**src/rtl/keypad_debounce_filter.sv**
```systemverilog
// Keypad front end: synchronises N raw key lines, accepts a lone key after DELAY
// stable cycles, and reports code, press/repeat strobe, held level and multi-key errors.
module keypad_debounce_filter #(
    parameter int N_KEYS = 12,
    parameter int DELAY  = 4,
    parameter int REPEAT = 0,
    parameter int CNT_W  = 8,
    parameter int CODE_W = 4
) (
    input  logic              clk,
    input  logic              clear,
    input  logic [N_KEYS-1:0] key_in,
    output logic [CODE_W-1:0] key_code,
    output logic              key_strobe,
    output logic              key_valid,
    output logic              multi_err
);

    typedef enum logic [1:0] {IDLE, DEBOUNCE, HELD, RELEASE} state_t;

    localparam logic [CNT_W-1:0] DELAY_C  = CNT_W'(DELAY);
    localparam logic [CNT_W-1:0] REPEAT_C = CNT_W'(REPEAT);

    state_t              state_q;
    logic [N_KEYS-1:0]   sync1_q;
    logic [N_KEYS-1:0]   sync_q;
    logic [CNT_W-1:0]    cnt_q;
    logic [CNT_W-1:0]    rep_q;
    logic [CODE_W-1:0]   key_code_q;
    logic                key_strobe_q;
    logic                key_valid_q;
    logic                multi_err_q;

    logic                zero;
    logic                onehot;
    logic                multi;
    logic [CODE_W-1:0]   idx;
    logic [CNT_W-1:0]    cnt_inc;
    logic [CNT_W-1:0]    rep_inc;

    // Clearing the lowest set bit leaves zero only when at most one bit was set.
    assign zero   = (sync_q == '0);
    assign onehot = !zero && ((sync_q & (sync_q - N_KEYS'(1))) == '0);
    assign multi  = !zero && !onehot;

    always_comb begin
        idx = '0;
        for (int i = 0; i < N_KEYS; i++) begin
            if (sync_q[i]) begin
                idx = CODE_W'(i);
            end
        end
    end

    assign cnt_inc = (cnt_q == '1) ? cnt_q : cnt_q + CNT_W'(1);
    assign rep_inc = (rep_q == '1) ? rep_q : rep_q + CNT_W'(1);

    always_ff @(posedge clk or negedge clear) begin
        if (!clear) begin
            state_q      <= IDLE;
            sync1_q      <= '0;
            sync_q       <= '0;
            cnt_q        <= '0;
            rep_q        <= '0;
            key_code_q   <= '0;
            key_strobe_q <= 1'b0;
            key_valid_q  <= 1'b0;
            multi_err_q  <= 1'b0;
        end else begin
            sync1_q      <= key_in;
            sync_q       <= sync1_q;
            key_strobe_q <= 1'b0;
            multi_err_q  <= 1'b0;

            case (state_q)
                IDLE: begin
                    if (onehot) begin
                        key_code_q <= idx;
                        cnt_q      <= CNT_W'(1);
                        if (DELAY == 1) begin
                            state_q      <= HELD;
                            key_strobe_q <= 1'b1;
                            key_valid_q  <= 1'b1;
                            rep_q        <= '0;
                        end else begin
                            state_q <= DEBOUNCE;
                        end
                    end else if (multi) begin
                        state_q     <= RELEASE;
                        cnt_q       <= '0;
                        multi_err_q <= 1'b1;
                    end
                end

                DEBOUNCE: begin
                    if (multi) begin
                        state_q     <= RELEASE;
                        cnt_q       <= '0;
                        multi_err_q <= 1'b1;
                    end else if (zero) begin
                        state_q <= IDLE;
                        cnt_q   <= '0;
                    end else if (idx != key_code_q) begin
                        key_code_q <= idx;
                        cnt_q      <= CNT_W'(1);
                    end else begin
                        cnt_q <= cnt_inc;
                        if (cnt_inc == DELAY_C) begin
                            state_q      <= HELD;
                            key_strobe_q <= 1'b1;
                            key_valid_q  <= 1'b1;
                            rep_q        <= '0;
                        end
                    end
                end

                HELD: begin
                    if (onehot && (idx == key_code_q)) begin
                        if (REPEAT > 0) begin
                            if (rep_inc == REPEAT_C) begin
                                key_strobe_q <= 1'b1;
                                rep_q        <= '0;
                            end else begin
                                rep_q <= rep_inc;
                            end
                        end
                    end else begin
                        // The releasing zero sample is itself the first quiet cycle.
                        state_q     <= (zero && DELAY == 1) ? IDLE : RELEASE;
                        key_valid_q <= 1'b0;
                        multi_err_q <= multi;
                        cnt_q       <= zero ? CNT_W'(1) : '0;
                    end
                end

                RELEASE: begin
                    if (zero) begin
                        cnt_q <= cnt_inc;
                        if (cnt_inc == DELAY_C) begin
                            state_q <= IDLE;
                            cnt_q   <= '0;
                        end
                    end else begin
                        cnt_q <= '0;
                    end
                end

                default: begin
                    state_q <= IDLE;
                end
            endcase
        end
    end

    assign key_code   = key_code_q;
    assign key_strobe = key_strobe_q;
    assign key_valid  = key_valid_q;
    assign multi_err  = multi_err_q;

endmodule

```
**config.mk**
```make
export PLATFORM = sky130hd
export DESIGN_NAME = keypad_debounce_filter
export DESIGN_NICKNAME = d
export VERILOG_FILES = /design/src/rtl/keypad_debounce_filter.sv
export SDC_FILE = /design/constraint.sdc
export NUM_CORES = 1
export LEC_CHECK = 0
export CORE_UTILIZATION = 36
export DETAILED_ROUTE_END_ITERATION = 6
export GPL_TIMING_DRIVEN = 0
export PLACE_DENSITY = 0.66
export RECOVER_POWER = 100
export SYNTH_ARGS = -nofsm -noshare
export SYNTH_HDL_FRONTEND = slang
export SYNTH_SLANG_ARGS = --single-unit
```
**constraint.sdc**
```tcl
create_clock -name clk -period 2.6 [get_ports clk]
set_input_delay 0.52 -clock clk [delete_from_list [all_inputs] [get_ports clk]]
set_output_delay 0.52 -clock clk [all_outputs]
set_load 0.005 [all_outputs]
```
==> impl_metrics.yaml, run 1 <==
synthesis:
  synth_seq_cells: 41
  synth.yosys.seq_area_share_pct: 48.7
  synthMuxAreaShare_pct: 1.07
  synth_async_sr_flop_share_pct: 100
  syn_area_per_cell_um2: 9.76
  synth_fa_ha_area_share_pct: 0.593
  synth_top_family_by_area: "simple AND/OR/NAND/NOR gates"
  synth_edf_count: 0
  synth_xor_xnor_area_share_pct: 1.66
  ys.flop_type: "dfrtp_1"
  synth-simple-area-share_pct: 22.1
  synthesis.area_um2: 2110
  synth_compound_area_share_pct: 20.8
  synth_fp_nets: 231
  synth.yosys.warnings: 0
  synth_cell_types: 52
  synthCells: 216
final_layout:
  final_area_um2: 2690
  final_layout_size_suffix_gt1_share_pct: 21.4
  fin_nets: 266
  final_common_cell: "dfrtp_1"
  num-fill-cells: 520
  syn_to_final_growth_pct: 27.4
  utilization_pct: 48.2
  layout_common_cells: "dfrtp_1, dlygate4sd3_1, nand2_1, buf_4, nand3_1"
  antenna_cells: 0
  instances_no_fill: 324
timing:
  drv_slew: 0
  finalCritPeriodShare_pct: 101
  relSlewSlack_pct: 40.9
  post-route-min-period_ns: 2.62
  clock.fmax_mhz: 382
  fin_ws_ns: -0.0159
  skew_ns: 0.00629
  finalHoldViolations: 0
  setup-violations-final: 1
  tightest_slew_ns: 0.886
  rsz0062_at_grt: "true"
outcome:
  status: "complete, but fails checks"
  failed_checks: "setup timing"
route:
  drt_iter0_markers: 200
  ant_nets: 0
  viasPerCell: 5.64
  route.vias.total: 1827
  wl_per_cell_um: 14.7
  routed_wl_mm: 4.76
  firstDrtPassIters: 4
  post-route-drc-count: 0
power:
  switching_share_pct: 26.3
  p_sw_uw: 320
  p_leak_uw: 0.00105
  pwr_density_cell_nw_per_um2: 452
  comb_power_share_pct: 7.1
  ir_worst_vdd_mv: 0.240
  seqPwrFrac_pct: 55.5
  p_clk_share_pct: 37.4
  p_int_uw: 895
  finalPower_uw: 1210
cts:
  root_buffer: "clkbuf_8"
  insertion_delay_ns: 0.30
  cts_buffers: 5
  path_clk_slew_ns: 0.09
  hold_buffers: 0
  cts.sinks: 41
  cts_tree: "built"
  htree_levels: 2
  clk_path_buf_depth: 2
floorplan:
  placementRows: 27
  start_util_pct: 37.8
  core_um2: 5570
  design.die.area_um2: 6170
  die_h_um: 78.5
  die_x_um: 78.5
  io_pins: 21
placement:
  place_inst: 308
  place_area_um2: 2400
  dpl.hpwl_mm: 3.04
  portBuffers: 20
  gp_congestion: 0.810
setup_path:
  path_max_fanout: 5
  cp.required_ns: 2.83
  cpMaxStageDelayCell: "or4_4"
  critical_path_class: "reg2reg"
  cp_top_family: "compound AO/OA/AOI/OAI gates"
  r2r_setup_slack_ns: -0.02
  critical_path.most_common_cell: "o211ai_1"
  worstSetupEndpointType: "flip-flop"
  slowest_delay_ns: 0.54
  crit_arrival_ns: 2.85
  path_cells: "or4_4, a21o_1, a211oi_2, o211ai_1, o31ai_2, buf_4, o211ai_1, a2bb2oi_2"
  crit_buf_inv: 1
  critPathLaunchType: "flip-flop"
  r2r_cells: 8
  crit-reg2reg-launch: "sync_q[3]"
  reg2reg_to: "cnt_q[6]"
global_route:
  grt_max_degree: 42
  overflow: 0
  antenna_found_initial: 0
  grt_pass1_vias: 1678
  grt_pass1_wl_mm: 7.81
  grt_use_total_pct: 16.3
job:
  drv_cap: 0
hold_path:
  hp-class: "in2async"
[power groups by stage]
stage | combinational (uW) | sequential (uW) | clock [uW]
after global placement | 79.4 | 681 | 0
after CTS | 86.9 | 669 | 467
after global routing | 94.3 | 678 | 491
after detailed placement | 80.4 | 681 | 0
final | 85.9 | 674 | 454
after floorplan | 41.0 | 678 | 0
[layout make-up]
| type | count | area (um2) | area share [%] |
|---|---|---|---|
| multi-input combinational | 151 | 1090 | 40.6 |
| buffer | 9 | 48.8 | 1.82 |
| inverter | 10 | 37.5 | 1.40 |
| clock buffer | 5 | 68.8 | 2.56 |
| sequential | 41 | 1030 | 38.4 |
| clock inverter | 3 | 26.3 | 0.979 |
| timing repair buffer | 33 | 293 | 10.9 |
| tap | 72 | 90.1 | 3.36 |
[cells by family (layout without fill, tap and decap cells)]
group                    after synthesis  after routing
multiplexers                           2              2
adder cells (fa/ha/maj)                1              1
flip-flops                            41             41
AND/OR/NAND/NOR                       84             84
XOR/XNOR                               4              4
AO/OA/AOI/OAI                         60             60
buffers and inverters                 24             60
[how the worst max path moves through the flow]
stage	from	endpoint	slack, ns	depth (start not counted)
final	sync_q[3]	cnt_q[6]	-0.02	8
after global routing	sync_q[3]	cnt_q[6]	-0.08	8
after CTS	sync_q[4]	key_code[2]	0.02	8
after detailed placement	sync_q[4]	cnt_q[6]	-0.37	9
after global placement	sync_q[4]	cnt_q[6]	-0.35	9
after floorplan	sync_q[10]	cnt_q[2]	0.02	10
[synthesized netlist by cell type (3+ instances only)]
master / number / area (um2)
nand2_1: 15 / 56.3
clkbuf_1: 8 / 30.0
o211ai_1: 6 / 45.0
nand4_1: 4 / 25.0
nor2_1: 14 / 52.6
or2_2: 5 / 31.3
o21ai_0: 6 / 30.0
xnor2_1: 4 / 35.0
and3_1: 4 / 25.0
nand3_1: 14 / 70.1
a21oi_1: 12 / 60.1
inv_1: 10 / 37.5
a211oi_1: 6 / 45.0
dfrtp_1: 41 / 1030
a31oi_1: 5 / 31.3
buf_2: 3 / 15.0
nor3_1: 8 / 40.0
o31ai_1: 3 / 22.5
[what timing repair did]
action,in CTS,in global routing
setup endpoints to repair,11,14
gates resized for setup,12,15
cloned,0,1
setup buffers,5,8
pin swaps,4,14
hold endpoints to repair,0,0
[metrics by stage]
stage	hold slack [ns]	TNS, ns	setup slack [ns]
after floorplan	0.224	0	0.0211
after global placement	0.332	-2.88	-0.352
after detailed placement	0.335	-3.04	-0.368
after CTS	0.356	0	0.0161
after global routing	0.359	-0.287	-0.0761
final	0.331	-0.0159	-0.0159
[metal layers]
layer | part of all wire (%) | track usage (%)
met5 | 0 | 0
met4 | 2.1 | 5.56
met3 | 4.6 | 3.95
met2 | 48 | 26.5
met1 | 45 | 20.9
[sequential cells by signal (all words and copies together), names as in the netlist]
| register | cells |
|---|---|
| sync1_q | 12 |
| sync_q | 12 |
| cnt_q | 8 |
| key_code | 4 |
| state_q | 2 |
| key_strobe | 1 |
| key_valid | 1 |
| multi_err | 1 |
Note: power is estimated with default switching activity, not from simulation.
==> run 2: changes to the inputs <==
--- a/config.mk
+++ b/config.mk
@@ -7,9 +7,11 @@
 export LEC_CHECK = 0
 export CORE_UTILIZATION = 36
 export DETAILED_ROUTE_END_ITERATION = 6
+export GPL_ROUTABILITY_DRIVEN = 1
 export GPL_TIMING_DRIVEN = 0
 export PLACE_DENSITY = 0.66
 export RECOVER_POWER = 100
 export SYNTH_ARGS = -nofsm -noshare
 export SYNTH_HDL_FRONTEND = slang
 export SYNTH_SLANG_ARGS = --single-unit
+export TNS_END_PERCENT = 30
==> impl_metrics.yaml, run 2 (synthesis results as in run 1) <==
cts:
  clk_path_buf_depth: 2
  cts.sinks: 41
  hold_buffers: 0
  path_clk_slew_ns: 0.09
  htree_levels: 2
  insertion_delay_ns: 0.30
  root_buffer: "clkbuf_8"
  cts_tree: "built"
  cts_buffers: 5
global_route:
  grt_pass1_wl_mm: 7.75
  grt_max_degree: 42
  overflow: 0
  grt_use_total_pct: 16.1
  antenna_found_initial: 0
  grt_pass1_vias: 1666
power:
  ir_worst_vdd_mv: 0.241
  finalPower_uw: 1210
  p_leak_uw: 0.00104
  pwr_density_cell_nw_per_um2: 456
setup_path:
  slowest_delay_ns: 0.57
  path_max_fanout: 5
  cpMaxStageDelayCell: "or4_4"
  path_cells: "or4_4, a21o_1, a211oi_2, o211ai_1, o31ai_2, buf_4, o211ai_1, a2bb2oi_2"
  worstSetupEndpointType: "flip-flop"
  crit_buf_inv: 1
  cp.required_ns: 2.83
  crit_arrival_ns: 2.81
  critical_path_class: "reg2reg"
  critical_path.most_common_cell: "o211ai_1"
  critPathLaunchType: "flip-flop"
  cp_top_family: "compound AO/OA/AOI/OAI gates"
timing:
  clock.fmax_mhz: 388
  drv_slew: 42
  rsz0062_at_grt: "true"
  post-route-min-period_ns: 2.58
  finalCritPeriodShare_pct: 99.2
  skew_ns: 0.00529
  finalHoldViolations: 0
  relSlewSlack_pct: -40.1
  setup-violations-final: 0
  tightest_slew_ns: 2.10
floorplan:
  die_h_um: 78.5
  placementRows: 27
  design.die.area_um2: 6170
  die_x_um: 78.5
  core_um2: 5570
  start_util_pct: 37.8
  io_pins: 21
placement:
  portBuffers: 20
  dpl.hpwl_mm: 3.04
  gp_congestion: 0.810
  place_area_um2: 2400
route:
  viasPerCell: 5.67
  firstDrtPassIters: 4
  routed_wl_mm: 4.61
  route.vias.total: 1825
  drt_iter0_markers: 172
  wl_per_cell_um: 14.3
  ant_nets: 0
  post-route-drc-count: 0
final_layout:
  final_area_um2: 2650
  syn_to_final_growth_pct: 25.8
  final_layout_size_suffix_gt1_share_pct: 20.0
  layout_common_cells: "dfrtp_1, dlygate4sd3_1, nand2_1, nand3_1, nor2_1"
  final_common_cell: "dfrtp_1"
  num-fill-cells: 527
  reg.largest.list: "sync1_q: 12 flops, sync_q: 12 flops, cnt_q: 8 flops"
  fin_nets: 264
  antenna_cells: 0
outcome:
  status: "complete, but fails checks"
  failed_checks: "capacitance limit, slew limit"
hold_path:
  hp-class: "reg2reg"
job:
  drv_cap: 1
run 2: path summary, 6_finish.rpt:
check	slack, ns	cells past startpoint	to	start
worst max-delay path	0.02	8	cnt_q[6]	sync_q[3]
worst min register to register	0.35	0	sync_q[7]	sync1_q[7]
worst max register to register	0.02	8	cnt_q[6]	sync_q[3]
min in group asynchronous	0.82	1	sync1_q[6]	clear
worst min-delay path	0.35	0	sync_q[7]	sync1_q[7]
max in group asynchronous	0.43	1	sync_q[8]	clear
run 2: power by group:
| part | internal [uW] | switching [uW] |
|---|---|---|
| logic | 36.0 | 43.8 |
| registers | 657 | 20.0 |
| clock network | 199 | 253 |
| total | 892 | 317 |
run 2: worst reg2reg max path: stages (launching register included):
cell       delay (ns)
dfrtp_2          0.45
or4_4            0.57
a21o_1           0.20
a211oi_2         0.26
o211ai_1         0.19
o31ai_2          0.36
buf_4            0.21
o211ai_1         0.11
a2bb2oi_2        0.16
run 2: layout make-up:
type	count	area, um2	area share (%)
Timing Repair Buffer	30	267	10.1
Sequential cell	41	1030	38.9
Inverter	10	37.5	1.42
Clock inverter	3	26.3	0.991
Clock buffer	5	68.8	2.60
Tap cell	72	90.1	3.40
Multi-Input combinational cell	151	1080	40.7
Buffer	10	52.6	1.98
run 2: stage by stage:
| step | util [%] | hold slack (ns) | worst slack, ns | setup TNS, ns | cells |
|---|---|---|---|---|---|
| after global placement | 43.1 | 0.332 | -0.352 | -2.88 | 308 |
| after detailed placement | 43.0 | 0.335 | -0.368 | -3.04 | 308 |
| after floorplan | - | 0.224 | 0.0211 | 0 | 216 |
| after global routing | 47.6 | 0.359 | -0.0687 | -0.583 | 322 |
| after CTS | 45.8 | 0.356 | 0.00888 | 0 | 317 |
| final | 47.6 | 0.354 | 0.0218 | 0 | 322 |
run 2: timing repair:
| action | in CTS | in global routing |
|---|---|---|
| pin swaps | 4 | 8 |
| cloned | 0 | 1 |
| buffers inserted | 3 | 6 |
| gates resized for setup | 12 | 13 |
| setup endpoints to repair | 11 | 14 |
| endpoints found under the hold margin | 0 | 0 |
run 2: per-layer routing:
metal	vias up	track usage (%)	share of wire, %
li1	873	-	-
met3	9	3.95	4.8
met1	890	20.7	46
met5	-	0	0
met4	0	5.56	2.0
met2	53	26.3	47
